`src/rtl/hc595_frame_arbiter.sv`:
```
// Round-robin arbiter for two byte requesters feeding one SN74HC595 (MSB first, then latch).
// Optional periodic re-send of the last byte is enabled by defining HC595_AUTO_REFRESH_EN.
module hc595_frame_arbiter #(
  parameter int unsigned CLK_DIV        = 6,
  parameter int unsigned REFRESH_PERIOD = 120000
) (
  input  logic       clk,
  input  logic       rst_n,
  input  logic       req0_valid,
  input  logic [7:0] req0_data,
  output logic       req0_ready,
  input  logic       req1_valid,
  input  logic [7:0] req1_data,
  output logic       req1_ready,
  output logic       busy,
  output logic       grant_id,
  output logic       ser_data,
  output logic       ser_clk,
  output logic       ser_latch,
  output logic       frame_done
);

  typedef enum logic [2:0] {IDLE, SHIFT_LO, SHIFT_HI, LATCH, DONE} state_t;

  localparam logic [15:0] DIV_LAST = (CLK_DIV == 0) ? 16'd0 : 16'(CLK_DIV - 1);

  state_t      state_q, state_d;
  logic [15:0] cnt_q, cnt_d;
  logic [7:0]  shift_q, shift_d;
  logic [7:0]  last_data_q, last_data_d;
  logic [2:0]  bit_idx_q, bit_idx_d;
  logic        ptr_q, ptr_d;
  logic        grant_q, grant_d;
  logic        busy_q, busy_d;
  logic        ser_data_q, ser_data_d;
  logic        ser_clk_q, ser_clk_d;
  logic        ser_latch_q, ser_latch_d;
  logic        frame_done_q, frame_done_d;
  logic        is_idle, win0, win1, xfer, refresh_fire, cnt_done;

  // ptr_q holds the last-served requester; on a tie the other one wins.
  assign is_idle    = (state_q == IDLE);
  assign win0       = req0_valid & (~req1_valid | ptr_q);
  assign win1       = req1_valid & (~req0_valid | ~ptr_q);
  assign req0_ready = rst_n & is_idle & win0;
  assign req1_ready = rst_n & is_idle & win1;
  assign xfer       = req0_ready | req1_ready;
  assign cnt_done   = (cnt_q == DIV_LAST);

`ifdef HC595_AUTO_REFRESH_EN
  localparam logic [31:0] REFRESH_LAST =
    (REFRESH_PERIOD == 0) ? 32'd0 : 32'(REFRESH_PERIOD - 1);

  logic [31:0] idle_cnt_q, idle_cnt_d;

  assign refresh_fire = is_idle & ~req0_valid & ~req1_valid & (idle_cnt_q == REFRESH_LAST);

  always_comb begin
    idle_cnt_d = idle_cnt_q;
    if (xfer || refresh_fire) begin
      idle_cnt_d = '0;
    end else if (is_idle) begin
      idle_cnt_d = idle_cnt_q + 32'd1;
    end
  end

  always_ff @(posedge clk or negedge rst_n) begin
    if (!rst_n) begin
      idle_cnt_q <= '0;
    end else begin
      idle_cnt_q <= idle_cnt_d;
    end
  end
`else
  assign refresh_fire = 1'b0;
`endif

  always_comb begin
    state_d     = state_q;
    shift_d     = shift_q;
    last_data_d = last_data_q;
    bit_idx_d   = bit_idx_q;
    ptr_d       = ptr_q;
    grant_d     = grant_q;

    case (state_q)
      IDLE: begin
        if (xfer) begin
          shift_d     = win0 ? req0_data : req1_data;
          last_data_d = win0 ? req0_data : req1_data;
          grant_d     = win1;
          ptr_d       = win1;
          bit_idx_d   = 3'd7;
          state_d     = SHIFT_LO;
        end else if (refresh_fire) begin
          shift_d   = last_data_q;
          bit_idx_d = 3'd7;
          state_d   = SHIFT_LO;
        end
      end
      SHIFT_LO: begin
        if (cnt_done) state_d = SHIFT_HI;
      end
      SHIFT_HI: begin
        if (cnt_done) begin
          if (bit_idx_q == 3'd0) begin
            state_d = LATCH;
          end else begin
            shift_d   = {shift_q[6:0], 1'b0};
            bit_idx_d = bit_idx_q - 3'd1;
            state_d   = SHIFT_LO;
          end
        end
      end
      LATCH: begin
        if (cnt_done) state_d = DONE;
      end
      DONE: begin
        state_d = IDLE;
      end
      default: begin
        state_d = IDLE;
      end
    endcase

    cnt_d = ((state_d != state_q) || is_idle) ? 16'd0 : cnt_q + 16'd1;

    // Pin values are derived from the next state so every pin comes straight from a flop.
    busy_d       = (state_d != IDLE);
    ser_clk_d    = (state_d == SHIFT_HI);
    ser_latch_d  = (state_d == LATCH);
    frame_done_d = (state_d == DONE);
    ser_data_d   = ((state_d == SHIFT_LO) || (state_d == SHIFT_HI)) & shift_d[7];
  end

  always_ff @(posedge clk or negedge rst_n) begin
    if (!rst_n) begin
      state_q      <= IDLE;
      cnt_q        <= '0;
      shift_q      <= '0;
      last_data_q  <= '0;
      bit_idx_q    <= '0;
      ptr_q        <= 1'b1;
      grant_q      <= 1'b0;
      busy_q       <= 1'b0;
      ser_data_q   <= 1'b0;
      ser_clk_q    <= 1'b0;
      ser_latch_q  <= 1'b0;
      frame_done_q <= 1'b0;
    end else begin
      state_q      <= state_d;
      cnt_q        <= cnt_d;
      shift_q      <= shift_d;
      last_data_q  <= last_data_d;
      bit_idx_q    <= bit_idx_d;
      ptr_q        <= ptr_d;
      grant_q      <= grant_d;
      busy_q       <= busy_d;
      ser_data_q   <= ser_data_d;
      ser_clk_q    <= ser_clk_d;
      ser_latch_q  <= ser_latch_d;
      frame_done_q <= frame_done_d;
    end
  end

  assign busy       = busy_q;
  assign grant_id   = grant_q;
  assign ser_data   = ser_data_q;
  assign ser_clk    = ser_clk_q;
  assign ser_latch  = ser_latch_q;
  assign frame_done = frame_done_q;

endmodule
```
`config.mk`:
```
export PLATFORM = sky130hd
export DESIGN_NAME = hc595_frame_arbiter
export DESIGN_NICKNAME = d
export VERILOG_FILES = /design/src/rtl/hc595_frame_arbiter.sv
export SDC_FILE = /design/constraint.sdc
export NUM_CORES = 1
export LEC_CHECK = 0
export CORE_MARGIN = 3
export CORE_UTILIZATION = 54
export CTS_CLUSTER_DIAMETER = 100
export CTS_CLUSTER_SIZE = 28
export DETAILED_ROUTE_END_ITERATION = 10
export GPL_ROUTABILITY_DRIVEN = 0
export PLACE_DENSITY = 0.91
export SLEW_MARGIN = 20
export SYNTH_ARGS = -nofsm -noshare
export SYNTH_HDL_FRONTEND = slang
export SYNTH_SLANG_ARGS = --single-unit
```
`constraint.sdc`:
```
create_clock -name clk -period 2.21 [get_ports clk]
set_input_delay 0.442 -clock clk [delete_from_list [all_inputs] [get_ports clk]]
set_output_delay 0.442 -clock clk [all_outputs]
set_load 0.02 [all_outputs]
```
==> insert_results.sql <==
INSERT INTO impl_metrics (metric_group, metric, value, unit) VALUES
('status', 'outcome', 'finished with violations', ''),
('status', 'violations', 'setup timing', ''),
('final_layout', 'syn_to_final_growth', '23.9', '%'),
('job', 'max_cap_violations', '0', ''),
('critical_path', 'slowest_stage', 'or4b_4', ''),
('floorplan', 'floorplan.core_area', '0.00342', 'mm²'),
('timing', 'tightestPinTransition', '0.441', 'ns'),
('timing', 'slew_violations', '0', ''),
('power', 'sw_frac_of_total', '0.353', ''),
('timing', 'whs', '0.245', 'ns'),
('synth', 'synth_area', '0.00197', 'mm²'),
('synth', 'yosys_warnings', '0', ''),
('floorplan', 'floorplan.die_area', '0.00441', 'mm²'),
('global_routing', 'number_of_global_route_vias_before_repair', '1587', ''),
('cts', 'cts_made_buffers', '5', ''),
('critical_path', 'kind_of_critical_path', 'reg -> out', ''),
('power', 'power_frac_comb', '0.412', ''),
('cts', 'tritoncts', 'done', ''),
('synth', 'synthesis.nets', '219', ''),
('global_routing', 'largest_net_degree_at_the_start_of_global_routing', '38', ''),
('global_routing', 'globalRouteOverflowTotal', '0', ''),
('drt', 'drtAntennaViolNets', '0', ''),
('floorplan', 'rows', '21', ''),
('cts', 'clock_path_buffers', '2', ''),
('synth', 'synth.yosys.seq_area_share', '0.470', ''),
('synth', 'synth.area.top_cells', 'dfrtp_1 (46%), xnor2_1 (4.9%), nor2_1 (4.0%), a21oi_1 (3.3%), a221o_1 (3.0%)', ''),
('global_routing', 'groute.layer.met2.usage', '0.333', ''),
('global_routing', 'global_route.peak_usage_layer', 'met2', ''),
('power', 'power.internal', '1.45', 'mW'),
('timing', 'final.setup_skew', '0.00978', 'ns'),
('power', 'proportion_of_power_drawn_by_flip_flops_and_latches', '0.440', ''),
('global_routing', 'initial_antenna_violation_count', '0', ''),
('synth', 'top_cell_type_by_total_area_after_synthesis', 'dfrtp_1', ''),
('critical_path', 'timing.critical_path.from_type', 'flip-flop', ''),
('cts', 'ctsHtreeMaxLevel', '2', ''),
('synth', 'flip_flop_cell_with_the_highest_count_after_synthesis', 'dfrtp_1', ''),
('power', 'max-vdd-ir-drop', '0.527', 'mV'),
('timing', 'timing.final.setup_violations', '1', ''),
('drt', 'via_count', '1643', ''),
('critical_path', 'cp_max_fo', '2', ''),
('synth', 'synth-edff-count', '0', ''),
('synth', 'synth_cell_type_count', '45', ''),
('drt', 'drt-pass1-iter-count', '4', ''),
('final_layout', 'finalNetCount', '264', ''),
('drt', 'drt-vias-per-instance', '5.72', ''),
('floorplan', 'floorplan.die.height', '66.4', 'µm'),
('timing', 'rsz_0062_raised_after_global_routing', 'true', ''),
('critical_path', 'worstPathArrival', '1.83', 'ns'),
('min_path', 'hold_class', 'in -> async', ''),
('synth', 'synthesis.area_per_instance', '10.1', 'µm²'),
('final_layout', 'antenna_cells_inserted', '0', ''),
('synth', 'synthMostInstantiatedCell', 'dfrtp_1', ''),
('timing', 'slew_headroom', '0.703', ''),
('critical_path', 'cpPeakStageDelay', '0.54', 'ns'),
('placement', 'io_buffer_count', '27', ''),
('power', 'static-leakage-power', '1.01', 'nW'),
('drt', 'drt_drc_violations_left', '0', ''),
('synth', 'synth-async-reset-ratio', '1.00', ''),
('power', 'clkPwrFrac', '0.148', ''),
('power', 'total_power', '2.24', 'mW'),
('synth', 'synth_seq_cells', '37', ''),
('synth', 'yosys-top-cells-count', 'dfrtp_1 (36), nor2_1 (21), a21oi_1 (13)', ''),
('timing', 'final_min_period_over_clock_period', '1.03', ''),
('cts', 'cts.sink_count', '37', ''),
('global_routing', 'grt_use_met1', '0.265', ''),
('final_layout', 'stdcell_count', '287', ''),
('synth', 'post-synth-top-area-fraction', '0.457', ''),
('cts', 'clk-insertion-delay-late', '0.34', 'ns'),
('critical_path', 'required', '1.77', 'ns'),
('timing', 'post-route-worst-setup-slack', '-0.0599', 'ns'),
('power', 'total_switching_power', '0.792', 'mW');
## placed cells by master, fill, tap and decap left out, types with 2 or more instances in the layout
cell type and n:
nor3_1 4, clkbuf_1 2, a21oi_1 13, buf_4 19, o21ai_0 11, nand3_1 7
or3_1 4, mux2i_1 3, ha_1 4, and4_1 2, buf_2 2, clkbuf_4 5
nand2_1 6, xnor2_1 11, clkdlybuf4s50_1 24, nand2b_1 2, nor4_1 6, dfrtp_1 36
nor3b_1 2, nor4bb_1 2, nand3b_1 8, nand4_1 4, a221o_1 6, inv_1 8
o211ai_1 2, nor2_1 21, a21o_1 3
## cell families after synthesis
logic type	after synthesis	synth area share
flip-flops	37	0.470
buffers and inverters	17	0.0502
AND/OR/NAND/NOR	80	0.246
AO/OA/AOI/OAI	42	0.139
XOR/XNOR	12	0.0533
multiplexers	3	0.0152
adder cells (fa/ha/maj)	4	0.0254
## state kept, by name (all words and copies together) (netlist names)
name / cells
frame_done: 1
ser_latch: 1
ser_data: 1
state_q: 3
grant_id: 1
cnt_q: 16
shift_q: 8
ser_clk: 1
ptr_q: 1
busy: 1
bit_idx_q: 3
## worst min-delay path, delay by kind of cell
family	cells	cell delay, ns
buf+inv	3	0.59
## stage by stage
stage	cell area (µm²)	worst slack [ns]
after floorplan	1970	0.215
after global placement	2360	-0.308
after detailed placement	2360	-0.305
after CTS	2440	-0.0850
after global routing	2440	-0.0996
final	2440	-0.0599
## final cells by class
cell class	count	area, µm²
Clock buffer	7	45.0
Multi-Input combinational cell	141	967
Tap cell	46	57.6
Timing Repair Buffer	46	404
Sequential cell	37	927
Clock inverter	1	7.51
Fill cell	239	973
Inverter	9	33.8
## power by group through the flow
stage	registers [mW]	clock network, mW	logic [mW]
floorplan	1.03	0	0.590
global placement	0.984	0	0.880
detailed placement	0.998	0	0.892
CTS	0.982	0.346	0.912
global route	1.00	0.367	1.01
finish	0.986	0.332	0.922
## layer usage
layer	wire, µm	vias to the layer above
li1	-	799
met1	1900	800
met2	2010	39
met3	199	5
met4	50	0
met5	0	-
## final timing paths
path                            cells past startpoint       start    endpoint  slack, ns
worst min register to register                      1  shift_q[0]  shift_q[0]       0.51
worst min-delay path                                3       rst_n  shift_q[7]       0.25
worst max-delay path                                4  state_q[2]  req0_ready      -0.06
min in group clk                                    1  shift_q[0]  shift_q[0]       0.51
worst max register to register                      4    cnt_q[6]  shift_q[5]       0.28
max in group asynchronous                           3       rst_n       ptr_q       1.62
## what timing repair did
| item | CTS | global route |
|---|---|---|
| gates resized for setup | 12 | 3 |
| hold buffers | 0 | 0 |
| endpoints found under the hold margin | 0 | 0 |
| endpoints found under the setup margin | 2 | 2 |
| buffers inserted | 1 | 0 |
| pin swaps | 2 | 3 |
No activity file was read; power rests on OpenSTA's default activity.
